--- config.mk ---
export PLATFORM = sky130hd
export DESIGN_NAME = mul_hilo_seq
export DESIGN_NICKNAME = d
export VERILOG_FILES = /design/src/rtl/mul_hilo_seq.sv
export SDC_FILE = /design/constraint.sdc
export NUM_CORES = 1
export LEC_CHECK = 0
export BUFFER_PORTS_ARGS = -buffer_cell sky130_fd_sc_hd__buf_2
export CELL_PAD_IN_SITES_DETAIL_PLACEMENT = 2
export CELL_PAD_IN_SITES_GLOBAL_PLACEMENT = 2
export CORE_MARGIN = 2
export CORE_UTILIZATION = 36
export DETAILED_ROUTE_END_ITERATION = 7
export GPL_TIMING_DRIVEN = 0
export PLACE_DENSITY_LB_ADDON = 0.1
export SYNTH_ARGS = -nofsm -noshare
export SYNTH_HDL_FRONTEND = slang
export SYNTH_SLANG_ARGS = --single-unit
--- constraint.sdc ---
create_clock -name clk -period 3.7 [get_ports clk]
set_clock_uncertainty 0.15 [all_clocks]
set_input_delay 0.555 -clock clk [delete_from_list [all_inputs] [get_ports clk]]
set_output_delay 0.555 -clock clk [all_outputs]
set_load 0.02 [all_outputs]
--- src/rtl/mul_hilo_seq.sv ---
// Multi-cycle MULT/MULTU shift-add engine with the HI/LO register pair.
// Also serves MTHI/MTLO writes; busy stalls the pipeline during a multiply.
module mul_hilo_seq #(
  parameter int WIDTH = 32
) (
  input  logic             clk,
  input  logic             reset,
  input  logic             start,
  input  logic [1:0]       op,
  input  logic [WIDTH-1:0] a,
  input  logic [WIDTH-1:0] b,
  output logic             busy,
  output logic             done,
  output logic [WIDTH-1:0] hi,
  output logic [WIDTH-1:0] lo
);

  localparam int CW = (WIDTH > 1) ? $clog2(WIDTH) : 1;

  typedef enum logic [1:0] {
    IDLE = 2'd0,
    RUN  = 2'd1,
    FIX  = 2'd2
  } state_t;

  state_t           state;
  logic [WIDTH-1:0] mcand;
  logic [WIDTH-1:0] mplier;
  logic [WIDTH-1:0] acc;
  logic [CW-1:0]    cnt;
  logic             neg;

  logic             sgn;
  logic [WIDTH-1:0] amag;
  logic [WIDTH-1:0] bmag;
  logic [WIDTH:0]   sum;
  logic [2*WIDTH-1:0] prod;
  logic [2*WIDTH-1:0] res;

  // Magnitudes; the most negative value maps to 2^(WIDTH-1) unsigned.
  always_comb begin
    sgn  = op[0];
    amag = (sgn && a[WIDTH-1]) ? (~a + 1'b1) : a;
    bmag = (sgn && b[WIDTH-1]) ? (~b + 1'b1) : b;
  end

  // acc is the upper product half; mplier drains into the lower half.
  always_comb begin
    sum  = {1'b0, acc};
    if (mplier[0])
      sum = {1'b0, acc} + {1'b0, mcand};
    prod = {acc, mplier};
    res  = neg ? (~prod + 1'b1) : prod;
  end

  always_ff @(posedge clk or negedge reset) begin
    if (!reset) begin
      state  <= IDLE;
      mcand  <= '0;
      mplier <= '0;
      acc    <= '0;
      cnt    <= '0;
      neg    <= 1'b0;
      busy   <= 1'b0;
      done   <= 1'b0;
      hi     <= '0;
      lo     <= '0;
    end else begin
      done <= 1'b0;
      case (state)
        IDLE: begin
          if (start) begin
            if (!op[1]) begin
              mcand  <= amag;
              mplier <= bmag;
              acc    <= '0;
              cnt    <= CW'(WIDTH - 1);
              neg    <= sgn & (a[WIDTH-1] ^ b[WIDTH-1]);
              busy   <= 1'b1;
              state  <= RUN;
            end else if (op[0]) begin
              lo <= a;
            end else begin
              hi <= a;
            end
          end
        end
        RUN: begin
          acc    <= sum[WIDTH:1];
          mplier <= {sum[0], mplier[WIDTH-1:1]};
          cnt    <= cnt - 1'b1;
          if (cnt == '0)
            state <= FIX;
        end
        FIX: begin
          {hi, lo} <= res;
          busy     <= 1'b0;
          done     <= 1'b1;
          state    <= IDLE;
        end
        default: begin
          busy  <= 1'b0;
          state <= IDLE;
        end
      endcase
    end
  end

endmodule

# After elaboration in Yosys (flattened, before gate mapping)
# Index checks and enable logic that the tools add are counted.
op_classes:
  n_mux: 29
  n_reduce_logical: 12
  bitwise_logic: 7
  addsub: 5
  eq_ne: 8
op_table:
  columns: ["operator", "count"]
  rows:
  - ["$mux 32", 12]
  - ["$pmux 32 s2", 4]
  - ["$add 32x1->32 const B", 2]
  - ["$add 64x1->64 const B", 1]
  - ["$mux 64", 1]
  - ["$not 32->32", 2]
  - ["$not 64->64", 1]
  - ["$add 32x32->33", 1]
  - ["$mux 33", 1]
  - ["$ne 2x2->1 const B", 6]
  - ["$reduce_and 3->1", 4]
  - ["$mux 5", 2]
  - ["$pmux 5 s2", 1]
  - ["$reduce_and 4->1", 2]
  - ["$mux 2", 3]
  - ["$logic_not 5->1", 1]
  - ["$sub 5x1->5 const B", 1]
  - ["$pmux 2 s2", 1]
  - ["$reduce_bool 2->1", 2]
  - ["$mux 1", 3]
  - ["$eq 2x1->1 const B", 1]
  - ["$eq 2x2->1 const B", 1]
  - ["$logic_and 1x1->1", 2]
  - ["$logic_not 2->1", 1]
  - ["4 further kinds", 5]
totals:
  out_inout_bits: 66
  register_bits: 170
  word_cells: 71

# Depth between registers and ports, before layout
depth:
  depth_word: 6
  ltp_mapped: 12
  ltp_nobuf: 12

# Worst setup path after synthesis
# OpenSTA, ideal clock, no wires.
synth_path:
  path_type: "register -> register"
  start: "reg mplier[28]"
  end: "reg hi[29]"
  path_slack_ns: 0.277
  path_buffers: 0
  required_time_ns: 3.446
  synth_period_minus_slack_ns: 3.423
  setup_ns: 0.104
  arrival_ns: 3.169
  path_stages_with_launch: 10
  path_cell_list: "dfrtp_1 > or4_4 > or4_4 > or3_4 > nor2_2 > nand2_1 > or4b_4 > o41ai_2 > xor2_1 > a221oi_1"
synth_between:
  elab_chain_len: 4
synth_lines:
  columns: ["element", "line_no", "text"]
  rows:
  - ["start: declaration", "28", "logic [WIDTH-1:0] mplier;"]
  - ["start signal: assignment", "75", "mplier <= bmag;"]
  - ["start signal: assignment", "90", "mplier <= {sum[0], mplier[WIDTH-1:1]};"]
  - ["$not 64->64", "53", "res = neg ? (~prod + 1'b1) : prod;"]
  - ["$add 64x1->64", "53", null]
  - ["$mux 64", "53", null]
  - ["$pmux 32 s2", "70", "case (state)"]
  - ["end signal: assignment", "96", "{hi, lo} <= res;"]
  - ["end: declaration", "14", "output logic [WIDTH-1:0] hi,"]
# Every way passes these cells.
# A chain may end at the register's enable or synchronous reset.

# Final worst setup path
layout_path:
  start: "reg mplier[29]"
  end: "reg hi[14]"
# Same word-level chain as after synthesis.

==> flow_summary.json <==
{
  "status": "finished clean",
  "cts_made_buffers": 17,
  "clk_latency_ns": 0.45,
  "power_mw": 12.8,
  "async_flop_share_pct": 100,
  "avgViaCountPerCell": 6.00,
  "required_ns": 3.82,
  "grt_overflow": 0,
  "synthMuxAreaShare_pct": 1.87,
  "fin_nets": 1614,
  "ys_seq_area_share_pct": 37.6,
  "tightest_slew_ns": 1.12,
  "max_freq_ghz": 0.275,
  "hold_ws_ns": 0.276,
  "avgSynthCellArea_um2": 8.40,
  "power_density_nw_per_um2": 965,
  "cp-end-kind": "flip-flop",
  "cts_htree_levels": 4,
  "syn_nets": 1453,
  "relSlewSlack_pct": 25.0,
  "fin_cells": 1915,
  "yosys.area_share.simple_pct": 17.8,
  "r2r_slack_ns": 0.07,
  "fill_cells": 3565,
  "final_cell_mix": "o21ai_0 (184), nand2_1 (168), dfrtp_1 (167)",
  "rr_startpoint": "mplier[29]",
  "crit_fanout": 5,
  "fp-row-count": 64,
  "ys.flop_type": "dfrtp_1",
  "drive_gt1_share_pct": 14.0,
  "ys_seq_elements": 170,
  "period_needed_ns": 3.63,
  "yosys.area_share.xor_xnor_pct": 10.4,
  "ir_worst_vdd_v": 0.000336,
  "drv_cap": 0,
  "p_leak_nw": 5.54,
  "synth_area_um2": 11300,
  "vias": 11495,
  "drcViolationCount": 0,
  "syn_inst": 1346,
  "endpoint": "hi[14]",
  "rsz0062_at_grt": "no",
  "cts-root-buf": "clkbuf_16",
  "fp.dieH_um": 181,
  "clk_path_buf_depth": 2,
  "fp.coreArea_um2": 30700,
  "ant_nets": 0,
  "hold_viol": 0,
  "diodes": 0,
  "initial_core_util_pct": 36.8,
  "grt_pass1_wl_um": 77600,
  "placedCellCount": 1877,
  "io_buffers": 134,
  "crit_type": "flip-flop to flip-flop",
  "track_usage_pct": 31.4,
  "syn2layout_area_growth_pct": 17.5,
  "synth_compound_area_share_pct": 24.0,
  "setup_viol": 0,
  "drtIter0Drc": 699,
  "die_x_um": 181,
  "place.gp.congestion": 0.929,
  "die_area_um2": 32800,
  "cts_tree": "done",
  "ys_types": 66,
  "final_common_cell": "o21ai_0",
  "drt_wl_total_um": 51200,
  "fin_crit_sh_pct": 98.2,
  "r2r_end": "hi[14]",
  "crit_start": "mplier[29]",
  "grt_pass1_vias": 12443,
  "avgRoutedWirePerCell_um": 26.7,
  "clock_sinks": 170,
  "grt_max_degree": 91,
  "start_kind": "flip-flop",
  "fin_util_pct": 43.2,
  "drv_slew": 0,
  "synthAdderAreaFrac_pct": 4.27,
  "arrival_ns": 3.76,
  "ios": 135,
  "drtPass1Iterations": 5,
  "hp-class": "input pin to flip-flop",
  "place_hpwl_um": 39200,
  "synth_top_family_by_area": "compound AO/OA/AOI/OAI gates",
  "worstRegToRegCells": 7,
  "synth_edf_count": 0,
  "antenna_found_initial": 1,
  "clk_pin_slew_ns": 0.07,
  "synth_warnings": 0
}
==> cells in the mapped netlist, types with 7 or more instances <==
master | number | area (µm²)
o21ai_0 | 187 | 936
a21o_1 | 12 | 90.1
inv_1 | 28 | 105
nand2b_1 | 9 | 56.3
a21oi_1 | 98 | 490
xor2_1 | 74 | 648
or3_1 | 12 | 75.1
nand3_1 | 17 | 85.1
ha_1 | 37 | 463
o31ai_1 | 35 | 263
nor2b_1 | 11 | 68.8
clkbuf_1 | 62 | 233
a221oi_1 | 10 | 87.6
o21bai_1 | 7 | 52.6
nor2_1 | 124 | 465
dfrtp_1 | 170 | 4250
a211oi_1 | 8 | 60.1
xnor2_1 | 60 | 526
a32oi_1 | 9 | 78.8
a22oi_1 | 24 | 180
nor3_1 | 20 | 100
o41ai_1 | 14 | 123
o22ai_1 | 9 | 56.3
mux2i_1 | 20 | 200
a222oi_1 | 8 | 80.1
nand2_1 | 169 | 634
or4_1 | 12 | 90.1
nor4_1 | 15 | 93.8
==> worst min path at each step <==
stage / start / end / slack [ns] / depth (start not counted)
6_report: b[31] / mplier[31] / 0.28 / 3
5_1_grt: b[31] / mplier[31] / 0.28 / 3
4_1_cts: b[31] / mplier[31] / 0.27 / 3
3_5_place_dp: lo[14] / lo[14] / 0.32 / 2
3_3_place_gp: lo[9] / lo[9] / 0.31 / 2
2_1_floorplan: reset / acc[0] / 0.11 / 0
==> layer usage <==
layer	track usage [%]	part of all wire [%]	wire length, µm
met4	15.9	5.1	2620
met3	3.77	4.3	2220
met2	52.7	47	24300
met1	39.9	43	22100
met5	0	0	0
==> stage by stage <==
step	instance area (µm²)	worst slack (ns)	setup TNS (ns)
6_report	13300	0.0654	0
5_1_grt	13300	0.00439	0
4_1_cts	13200	0.00844	0
3_5_place_dp	12500	-1.30	-24.00
3_3_place_gp	12500	-1.20	-205.89
2_1_floorplan	11300	0.277	0
==> worst max-delay path, stage by stage, from the launching register on <==
cell and delay [ns]:
dfrtp_2 0.46, or4_4 0.57, or4_4 0.48, or3_4 0.41, or4_2 0.74, o21ai_0 0.31, xor2_1 0.22, a21oi_1 0.12
==> sequential cells by signal, indices dropped and copies added, names as in the netlist <==
register  cells
mplier       32
lo           32
neg           1
state         2
done          1
mcand        32
hi           32
cnt           5
acc          32
busy          1
==> report_power, final <==
group | internal (mW) | switching, mW
combinational | 2.52 | 4.43
clock | 1.14 | 0.794
sequential | 2.76 | 1.17
total | 6.43 | 6.39
==> cells by family (layout without fill, tap and decap cells) <==
kind of cell,Yosys count,after routing
adder cells (fa/ha/maj),38,38
multiplexers,21,21
AND/OR/NAND/NOR,432,432
XOR/XNOR,134,134
buffers and inverters,104,277
AO/OA/AOI/OAI,447,447
flip-flops,170,170
==> cell type report <==
type / instances / area, µm² / area share, %
Buffer: 74 / 348 / 2.62
Clock buffer: 23 / 458 / 3.45
Clock inverter: 8 / 144 / 1.08
Inverter: 29 / 113 / 0.848
Multi-Input combinational cell: 1072 / 6700 / 50.4
Sequential cell: 170 / 4260 / 32.1
Tap cell: 396 / 495 / 3.73
Timing Repair Buffer: 143 / 771 / 5.80
==> timing repair <==
action,CTS,global route
hold buffers,1,0
pin swaps,2,1
endpoints found under the setup margin,40,17
setup buffers,2,5
gates resized for setup,12,15
hold endpoints to repair,8,0
(Power assumes the default switching activity.)
